### src/rtl/associate_trainer.sv
// Training sequencer for the associate unit: EPOCHS learning passes over a stored table, then one scored pass.
// Per sample: at least 4 cycles in training and 2 in evaluation; every channel waits on its partner with valid and data held.
module associate_trainer #(
  parameter int unsigned N         = 2,
  parameter int unsigned ARG_WIDTH = 8,
  parameter int unsigned RES_WIDTH = 16,
  parameter int unsigned ERR_WIDTH = 16,
  parameter int unsigned FBK_WIDTH = 16,
  parameter int unsigned SAMPLES   = 4,
  parameter int unsigned EPOCHS    = 25,
  parameter logic [RES_WIDTH-1:0] ACT_HI = 'h00ff,
  localparam int unsigned AW = (SAMPLES > 1) ? $clog2(SAMPLES) : 1,
  localparam int unsigned MW = $clog2(SAMPLES + 1),
  localparam int unsigned EW = (EPOCHS > 1) ? $clog2(EPOCHS) : 1
) (
  input  logic                     clk,
  input  logic                     rst,
  input  logic                     ld_en,
  input  logic [AW-1:0]            ld_addr,
  input  logic [N*ARG_WIDTH-1:0]   ld_arg,
  input  logic [RES_WIDTH-1:0]     ld_tgt,
  input  logic                     start,
  output logic                     busy,
  output logic                     done,
  output logic                     pass,
  output logic [MW-1:0]            mismatches,
  output logic                     en,
  output logic                     arg_valid,
  input  logic                     arg_ready,
  output logic [N*ARG_WIDTH-1:0]   arg_data,
  input  logic                     res_valid,
  output logic                     res_ready,
  input  logic [RES_WIDTH-1:0]     res_data,
  output logic                     err_valid,
  input  logic                     err_ready,
  output logic [ERR_WIDTH-1:0]     err_data,
  input  logic                     fbk_valid,
  output logic                     fbk_ready,
  input  logic [N*FBK_WIDTH-1:0]   fbk_data
);

  localparam int unsigned LAST_EP = (EPOCHS > 0) ? EPOCHS - 1 : 0;

  typedef enum logic [2:0] {
    S_IDLE,
    S_TRN_ARG,
    S_TRN_RES,
    S_TRN_ERR,
    S_TRN_FBK,
    S_EVL_ARG,
    S_EVL_RES,
    S_DONE
  } state_t;

  state_t                   state_q, state_d;
  logic [AW-1:0]            idx_q, idx_d;
  logic [EW-1:0]            epoch_q, epoch_d;
  logic [MW-1:0]            mismatches_q, mismatches_d;
  logic                     busy_q, busy_d;
  logic                     done_q, done_d;
  logic                     pass_q, pass_d;
  logic                     en_q, en_d;
  logic                     arg_valid_q, arg_valid_d;
  logic [N*ARG_WIDTH-1:0]   arg_data_q, arg_data_d;
  logic                     res_ready_q, res_ready_d;
  logic                     err_valid_q, err_valid_d;
  logic [ERR_WIDTH-1:0]     err_data_q, err_data_d;
  logic                     fbk_ready_q, fbk_ready_d;

  logic [N*ARG_WIDTH-1:0]   tbl_arg [SAMPLES];
  logic [RES_WIDTH-1:0]     tbl_tgt [SAMPLES];

  logic                     ld_ok;
  logic                     arg_xfer, res_xfer, err_xfer, fbk_xfer;
  logic                     last_idx, last_epoch;
  logic                     load_arg;
  logic [RES_WIDTH-1:0]     act;
  logic [ERR_WIDTH-1:0]     tgt_ext, act_ext, err_calc;
  logic [N*ARG_WIDTH-1:0]   next_arg;
  logic                     unused_fbk;

  // The feedback vector only completes the handshake; its contents are not needed here.
  assign unused_fbk = ^fbk_data;

  assign ld_ok    = ld_en && !busy_q && (32'(ld_addr) < SAMPLES);
  assign arg_xfer = arg_valid_q && arg_ready;
  assign res_xfer = res_ready_q && res_valid;
  assign err_xfer = err_valid_q && err_ready;
  assign fbk_xfer = fbk_ready_q && fbk_valid;

  assign last_idx   = (idx_q == AW'(SAMPLES - 1));
  assign last_epoch = (epoch_q == EW'(LAST_EP));

  // Threshold the response, then signed error against the stored target (wraps, no saturation).
  assign act      = res_data[RES_WIDTH-1] ? '0 : ACT_HI;
  assign tgt_ext  = ERR_WIDTH'($signed(tbl_tgt[idx_q]));
  assign act_ext  = ERR_WIDTH'($signed(act));
  assign err_calc = tgt_ext - act_ext;

  always_ff @(posedge clk) begin
    if (ld_ok) begin
      tbl_arg[ld_addr] <= ld_arg;
      tbl_tgt[ld_addr] <= ld_tgt;
    end
  end

  always_comb begin
    state_d      = state_q;
    idx_d        = idx_q;
    epoch_d      = epoch_q;
    mismatches_d = mismatches_q;
    err_data_d   = err_data_q;
    load_arg     = 1'b0;
    next_arg     = '0;

    unique case (state_q)
      S_IDLE, S_DONE: begin
        if (start) begin
          state_d      = (EPOCHS == 0) ? S_EVL_ARG : S_TRN_ARG;
          idx_d        = '0;
          epoch_d      = '0;
          mismatches_d = '0;
          load_arg     = 1'b1;
        end
      end
      S_TRN_ARG: if (arg_xfer) state_d = S_TRN_RES;
      S_TRN_RES: begin
        if (res_xfer) begin
          err_data_d = err_calc;
          state_d    = S_TRN_ERR;
        end
      end
      S_TRN_ERR: if (err_xfer) state_d = S_TRN_FBK;
      S_TRN_FBK: begin
        if (fbk_xfer) begin
          load_arg = 1'b1;
          if (last_idx) begin
            idx_d = '0;
            if (last_epoch) begin
              state_d = S_EVL_ARG;
            end else begin
              epoch_d = epoch_q + EW'(1);
              state_d = S_TRN_ARG;
            end
          end else begin
            idx_d   = idx_q + AW'(1);
            state_d = S_TRN_ARG;
          end
        end
      end
      S_EVL_ARG: if (arg_xfer) state_d = S_EVL_RES;
      S_EVL_RES: begin
        if (res_xfer) begin
          if (err_calc != '0) mismatches_d = mismatches_q + MW'(1);
          if (last_idx) begin
            state_d = S_DONE;
          end else begin
            idx_d    = idx_q + AW'(1);
            state_d  = S_EVL_ARG;
            load_arg = 1'b1;
          end
        end
      end
      default: state_d = S_IDLE;
    endcase

    // A load accepted in the same cycle as start must be seen by the first arg.
    if (ld_ok && (ld_addr == idx_d)) next_arg = ld_arg;
    else                             next_arg = tbl_arg[idx_d];
    arg_data_d = load_arg ? next_arg : arg_data_q;

    busy_d      = (state_d != S_IDLE) && (state_d != S_DONE);
    done_d      = (state_d == S_DONE);
    pass_d      = (state_d == S_DONE) && (mismatches_d == '0);
    en_d        = (state_d == S_TRN_ARG) || (state_d == S_TRN_RES) ||
                  (state_d == S_TRN_ERR) || (state_d == S_TRN_FBK);
    arg_valid_d = (state_d == S_TRN_ARG) || (state_d == S_EVL_ARG);
    res_ready_d = (state_d == S_TRN_RES) || (state_d == S_EVL_RES);
    err_valid_d = (state_d == S_TRN_ERR);
    fbk_ready_d = (state_d == S_TRN_FBK);
  end

  always_ff @(posedge clk or negedge rst) begin
    if (!rst) begin
      state_q      <= S_IDLE;
      idx_q        <= '0;
      epoch_q      <= '0;
      mismatches_q <= '0;
      busy_q       <= 1'b0;
      done_q       <= 1'b0;
      pass_q       <= 1'b0;
      en_q         <= 1'b0;
      arg_valid_q  <= 1'b0;
      arg_data_q   <= '0;
      res_ready_q  <= 1'b0;
      err_valid_q  <= 1'b0;
      err_data_q   <= '0;
      fbk_ready_q  <= 1'b0;
    end else begin
      state_q      <= state_d;
      idx_q        <= idx_d;
      epoch_q      <= epoch_d;
      mismatches_q <= mismatches_d;
      busy_q       <= busy_d;
      done_q       <= done_d;
      pass_q       <= pass_d;
      en_q         <= en_d;
      arg_valid_q  <= arg_valid_d;
      arg_data_q   <= arg_data_d;
      res_ready_q  <= res_ready_d;
      err_valid_q  <= err_valid_d;
      err_data_q   <= err_data_d;
      fbk_ready_q  <= fbk_ready_d;
    end
  end

  assign busy       = busy_q;
  assign done       = done_q;
  assign pass       = pass_q;
  assign mismatches = mismatches_q;
  assign en         = en_q;
  assign arg_valid  = arg_valid_q;
  assign arg_data   = arg_data_q;
  assign res_ready  = res_ready_q;
  assign err_valid  = err_valid_q;
  assign err_data   = err_data_q;
  assign fbk_ready  = fbk_ready_q;

endmodule

### config.mk
export PLATFORM = sky130hd
export DESIGN_NAME = associate_trainer
export DESIGN_NICKNAME = d
export VERILOG_FILES = /design/src/rtl/associate_trainer.sv
export SDC_FILE = /design/constraint.sdc
export NUM_CORES = 1
export LEC_CHECK = 0
export ABC_AREA = 0
export BUFFER_PORTS_ARGS = -buffer_cell sky130_fd_sc_hd__buf_2
export CAP_MARGIN = 30
export CORE_ASPECT_RATIO = 0.5
export CORE_UTILIZATION = 53
export CTS_CLUSTER_SIZE = 24
export DETAILED_ROUTE_END_ITERATION = 12
export PLACE_DENSITY = 0.74
export SLEW_MARGIN = 20
export SYNTH_ARGS = -nofsm -noshare
export SYNTH_HDL_FRONTEND = slang
export SYNTH_SLANG_ARGS = --single-unit
### constraint.sdc
create_clock -name clk -period 10.8 [get_ports clk]
set_clock_uncertainty 0.15 [all_clocks]
set_input_delay 0.54 -clock clk [delete_from_list [all_inputs] [get_ports clk]]
set_output_delay 0.54 -clock clk [all_outputs]
set_load 0.01 [all_outputs]
### After elaboration in Yosys (flattened, before gate mapping)

Memory sizes are Yosys's and may differ from the RTL's. A register that Yosys moved wholly into a read port is not among the register bits.
Cells that the tools add are included.

* register bits: 37
* latch bits: 0
* bits in writable memories: 128
* memory bits (read-only): 0
* bits of input ports: 90
* output and inout port bits: 43
* logic and storage cells: 96
* memories kept: 2

Memories
* tbl_arg: depth 4, width 16, read ports 1, clocked after Yosys merged registers in 1, write ports 1, RTL line 70 `logic [N*ARG_WIDTH-1:0] tbl_arg [SAMPLES];`
* tbl_tgt: depth 4, width 16, read ports 1, clocked after Yosys merged registers in 0, write ports 1, RTL line 71 `logic [RES_WIDTH-1:0] tbl_tgt [SAMPLES];`

* add/sub/neg operators: 4
* multipliers: 0
* div/mod/pow operators: 0
* magnitude comparators: 0
* equality and inequality tests: 21
* shift-type cells: 0
* muxes and demuxes: 34
* bitwise operators: 0
* reductions and logical operators: 22

Operator list (number)
* 3-bit two-way mux: 12
* 3-bit equality test, second input constant: 8
* 3-bit case mux with 7 select lines: 1
* 5-bit two-way mux: 4
* 16-bit nonzero test: 1
* 16-bit by 8-bit subtractor with 16-bit output: 1
* 3-bit by 2-bit equality test with 1-bit output, second input constant: 4
* 2-bit two-way mux: 6
* 5-bit case mux with 2 select lines: 1
* 8-bit two-way mux: 1
* 2-bit != test, second input constant: 4
* 1-bit logical AND: 7
* 3-bit by 1-bit equality test with 1-bit output, second input constant: 2
* 3-bit logical NOT: 2
* 1-bit two-way mux: 6
* 2-bit case mux with 3 select lines: 1
* 3-bit case mux with 2 select lines: 1
* 5-bit by 1-bit adder with 5-bit output, second input constant: 1
* 5-bit equality test, second input constant: 1
* 1-bit logical OR: 5
* 5-bit AND reduction: 1
* 3-bit by 1-bit adder with 3-bit output, second input constant: 1
* 3-bit != test, second input constant: 1
* 1-bit case mux with 3 select lines: 1
* 7 further kinds: 8

### Depth between registers and ports, before layout

* depth in word-level cells: 9
* gate-level depth with buffers: 15
* mapped depth without buffers: 13

### Least setup slack after synthesis

Ideal clock, no wire load.

* kind: reg-to-reg
* start point: register idx_q[0]
* end point: register pass_q (netlist: pass)
* library setup time: 0.095 ns
* arrival: 3.792 ns
* data required time: 10.555 ns
* setup slack: 6.763 ns
* cell stages (with the launch flop): 14
* buffers on the path: 2
* clock period less this slack: 4.037 ns
* path through: dfrtp_1 -> buf_6 -> buf_1 -> mux4_2 -> ha_1 -> or2_2 -> a31oi_1 -> a21oi_1 -> or3_1 -> o31ai_1 -> a41oi_2 -> and2_4 -> mux2_4 -> nor4b_2

* longest elaborated chain between the ends: 8
* elaborated cells between the ends (all ways): 15
* those cells by class: add/sub (1); eq/ne (2); mux (8); reduce/logical (3); memory (1)

Ends and longest elaborated chain
* start, declared: RTL line 56 `logic [AW-1:0] idx_q, idx_d;`
* start signal, assigned: RTL line 201 `idx_q <= idx_d;`
* memory read 4 x 16 bit
* 16-bit by 8-bit subtractor with 16-bit output: RTL line 98 `assign err_calc = tgt_ext - act_ext;`
* 16-bit nonzero test: RTL line 154 `if (err_calc != '0) mismatches_d = mismatches_q + MW'(1);`
* 3-bit two-way mux: RTL line 154
* 3-bit two-way mux: RTL line 153 `if (res_xfer) begin`
* 3-bit case mux with 2 select lines: RTL line 116 `unique case (state_q)`
* via mismatches_d[0]: RTL line 58 `logic [MW-1:0] mismatches_q, mismatches_d;`
* 3-bit logical NOT: RTL line 174 `pass_d = (state_d == S_DONE) && (mismatches_d == '0);`
* 1-bit logical AND: RTL line 174
* via pass_d: RTL line 61 `logic pass_q, pass_d;`
* end signal, assigned: RTL line 206 `pass_q <= pass_d;`
* end, declared: RTL line 61

The timed path passes the listed nets, and every way through them passes these cells.
A chain may end at the register's enable or synchronous reset.

### Worst setup path after layout

Ends and elaborated chain as after synthesis.

==> results.ini <==
[routing]
drt-initial-drc-count = 336
wl_per_cell_um = 17.2
wirelength_um = 14200
routed_via_density = 5.46
via_count = 4517
drc = 0
drtPass1Iterations = 4
drtAntennaViolNets = 0

[power]
power_mw = 1.93
p_per_area_nw_per_um2 = 213
vdd_drop_max_uv = 106
p_leak_nw = 3.67

[layout]
drive_above_1_share_pct = 23.9
design_area_um2 = 9050
syn_to_final_growth_pct = 16.1
instances_no_fill = 827
num_antenna_cells = 0
layout.nets = 727
final_core_util_pct = 65.0

[sta]
tns_ps = 0
rsz0062_at_grt = false
post-route-min-period_ps = 4020
hold_violations = 0
fin_crit_sh_pct = 37.2
setup_viol_count_final = 0
worstMarginPinSlew_ps = 757
slew_headroom_pct = 49.1
fmax_mhz = 249
finalMaxSlewViolations = 0

[floorplanning]
pin_count = 133
die_w_um = 173
dieArea_um2 = 15200
core_um2 = 13900
start_util_pct = 56.0
fp-row-count = 30
fp.dieH_um = 87.7

[logic_synthesis]
synth_area_um2 = 7790
synthArstFlopShare_pct = 29.3
synthesis.nets = 633
yosys_register_bits = 181
ys_warn_count = 0
synth_edf_count = 128
yosysSeqAreaShare_pct = 66.3
synth_cell_types = 56
synthFlopType = edfxtp_1
postSynthCellCount = 528
syn_area_per_cell_um2 = 14.8

[place]
dp_hpwl_um = 9200
numPlacedInstances = 795
port_buffers = 85
place.gp.congestion = 0.891
dpl_cell_area_um2 = 8500

[clock_network]
cts_setup_buffers = 0
cts_buffer_depth = 2
clk_pin_slew_ps = 70
htree_levels = 4
insertion_delay_ps = 420
cts_root_buf = clkbuf_16
cts.repair.resized = 0
clock_sinks = 181
cts_tree = done
hold_buffers = 0
cts_buffers = 17

[global_routing]
grt_start_max_net_pins = 54
track_usage_pct = 19.6
overflow = 0
antenna_found_initial = 0
grt_pass1_vias = 4387
grt_pass1_wl_um = 22500

[worst_setup_path]
worstPathArrival_ps = 4200
r2r_slack_ps = 6780
end_kind = register
critPathMaxFanout = 16
cp-start-kind = register
crit_required_ps = 10990
crit_type = register to register

[run]
cap_violations = 0

[min_path]
min_path_type = primary input to async pin

[outcome]
run_status = finished clean

## per-stage QoR
step,hold WS [ps],setup slack (ps)
after floorplan,94.4,6760
after global placement,300,6640
after detailed placement,312,6720
after CTS,114,6730
after global routing,162,6520
final,96.0,6780
## cell families (layout without fill, tap and decap cells)
logic type                 count (synthesis)  after routing  share of synthesized area, %
xor gates and xnor gates                  18             18                          2.02
DFF                                      181            181                          66.3
adders and majority gates                 15             15                          2.50
muxes                                     82             82                          13.4
buffers and inverters                     35            142                          1.83
and+or+nand+nor                          125            125                          8.01
AOI/OAI and AO/OA                         72             72                          5.91
## power by group
| group | switching, mW | leakage (nW) | internal, mW |
|---|---|---|---|
| combinational | 0.264 | 1.56 | 0.190 |
| clock | 0.271 | 0.267 | 0.302 |
| sequential | 0.0564 | 1.84 | 0.841 |
## cell type report
class / instances / area, µm²
Sequential cell: 181 / 5170
Fill cell: 1037 / 4880
Multi-Input combinational cell: 312 / 2510
Timing Repair Buffer: 96 / 528
Clock buffer: 18 / 429
Tap cell: 192 / 240
Clock inverter: 14 / 120
Inverter: 14 / 52.6
## placed cells by master, fill, tap and decap left out, types with 2 or more instances in the layout
master        n
dfrtp_1      53
inv_6         3
nor3b_2       2
or3_1         3
mux4_1        4
nand3b_1      2
o31ai_1       4
nand3_1       8
o21a_1        5
o21ai_0      34
nor2b_1       5
clkinv_2      2
buf_4         9
nand4_1       3
xor2_1        9
a21o_1        5
clkinvlp_4    2
o31a_1        3
inv_8         3
inv_1        14
o211ai_1      2
ha_1         14
nor4_1        3
nor3_2        2
xnor2_1       9
nand4b_1      2
mux2i_1      64
nor3_1        8
nand2_1      55
buf_2        85
edfxtp_1    128
and3_1        3
clkinv_4      4
clkbuf_16    17
nor2_1       18
mux4_2       12
a31oi_1       2
a21oi_1       6
a22o_1        2
## per-layer routing
layer,wire length (µm),track usage (%)
met1,6650,26.0
met2,6840,33.0
met3,584,3.69
met4,153,7.48
met5,0,0
## synthesized netlist by cell type (all sizes together) (4+ instances only)
master	count	share of area, %
xor2	9	1.0
nand2	55	2.6
nor4	4	0.51
buf	10	0.63
xnor2	9	1.0
inv	14	0.67
o21a	5	0.48
clkbuf	11	0.53
nor3	11	0.77
a21oi	6	0.39
o21ai	34	2.2
mux2i	64	8.2
o31ai	4	0.39
nor2b	5	0.40
nor2	18	0.87
mux4	16	4.8
nand3	8	0.51
dfrtp	53	17
edfxtp	128	49
a21o	5	0.48
ha	14	2.2
## worst max-delay path, cell delays in order, from the launching register on
cell and delay (ps):
dfrtp_1 520, buf_4 340, mux4_2 550, inv_1 80
ha_1 170, fa_1 210, nor2b_1 80, o31a_1 260
o211ai_1 250, nand2_1 130, xnor2_1 260, a41oi_2 210
and2_4 210, mux2_4 270, nor4b_2 260
## state kept, by name, indices dropped and copies added (netlist names), 2 cells and up
| register | count |
|---|---|
| tbl_arg | 64 |
| idx_q | 2 |
| state_q | 3 |
| mismatches | 3 |
| tbl_tgt | 64 |
| epoch_q | 5 |
| err_data | 16 |
| arg_data | 16 |
## worst paths after layout
path / from / end / cells after the start
setup / recovery: idx_q[0] / pass / 14
hold / removal: rst / arg_data[7] / 2
setup reg to reg: idx_q[0] / pass / 14
hold reg to reg: err_data[4] / err_data[4] / 2
max in group asynchronous: rst / err_data[14] / 2
min in group clk: ld_tgt[9] / tbl_tgt[0][9] / 1
No activity file was read; power rests on OpenSTA's default activity.
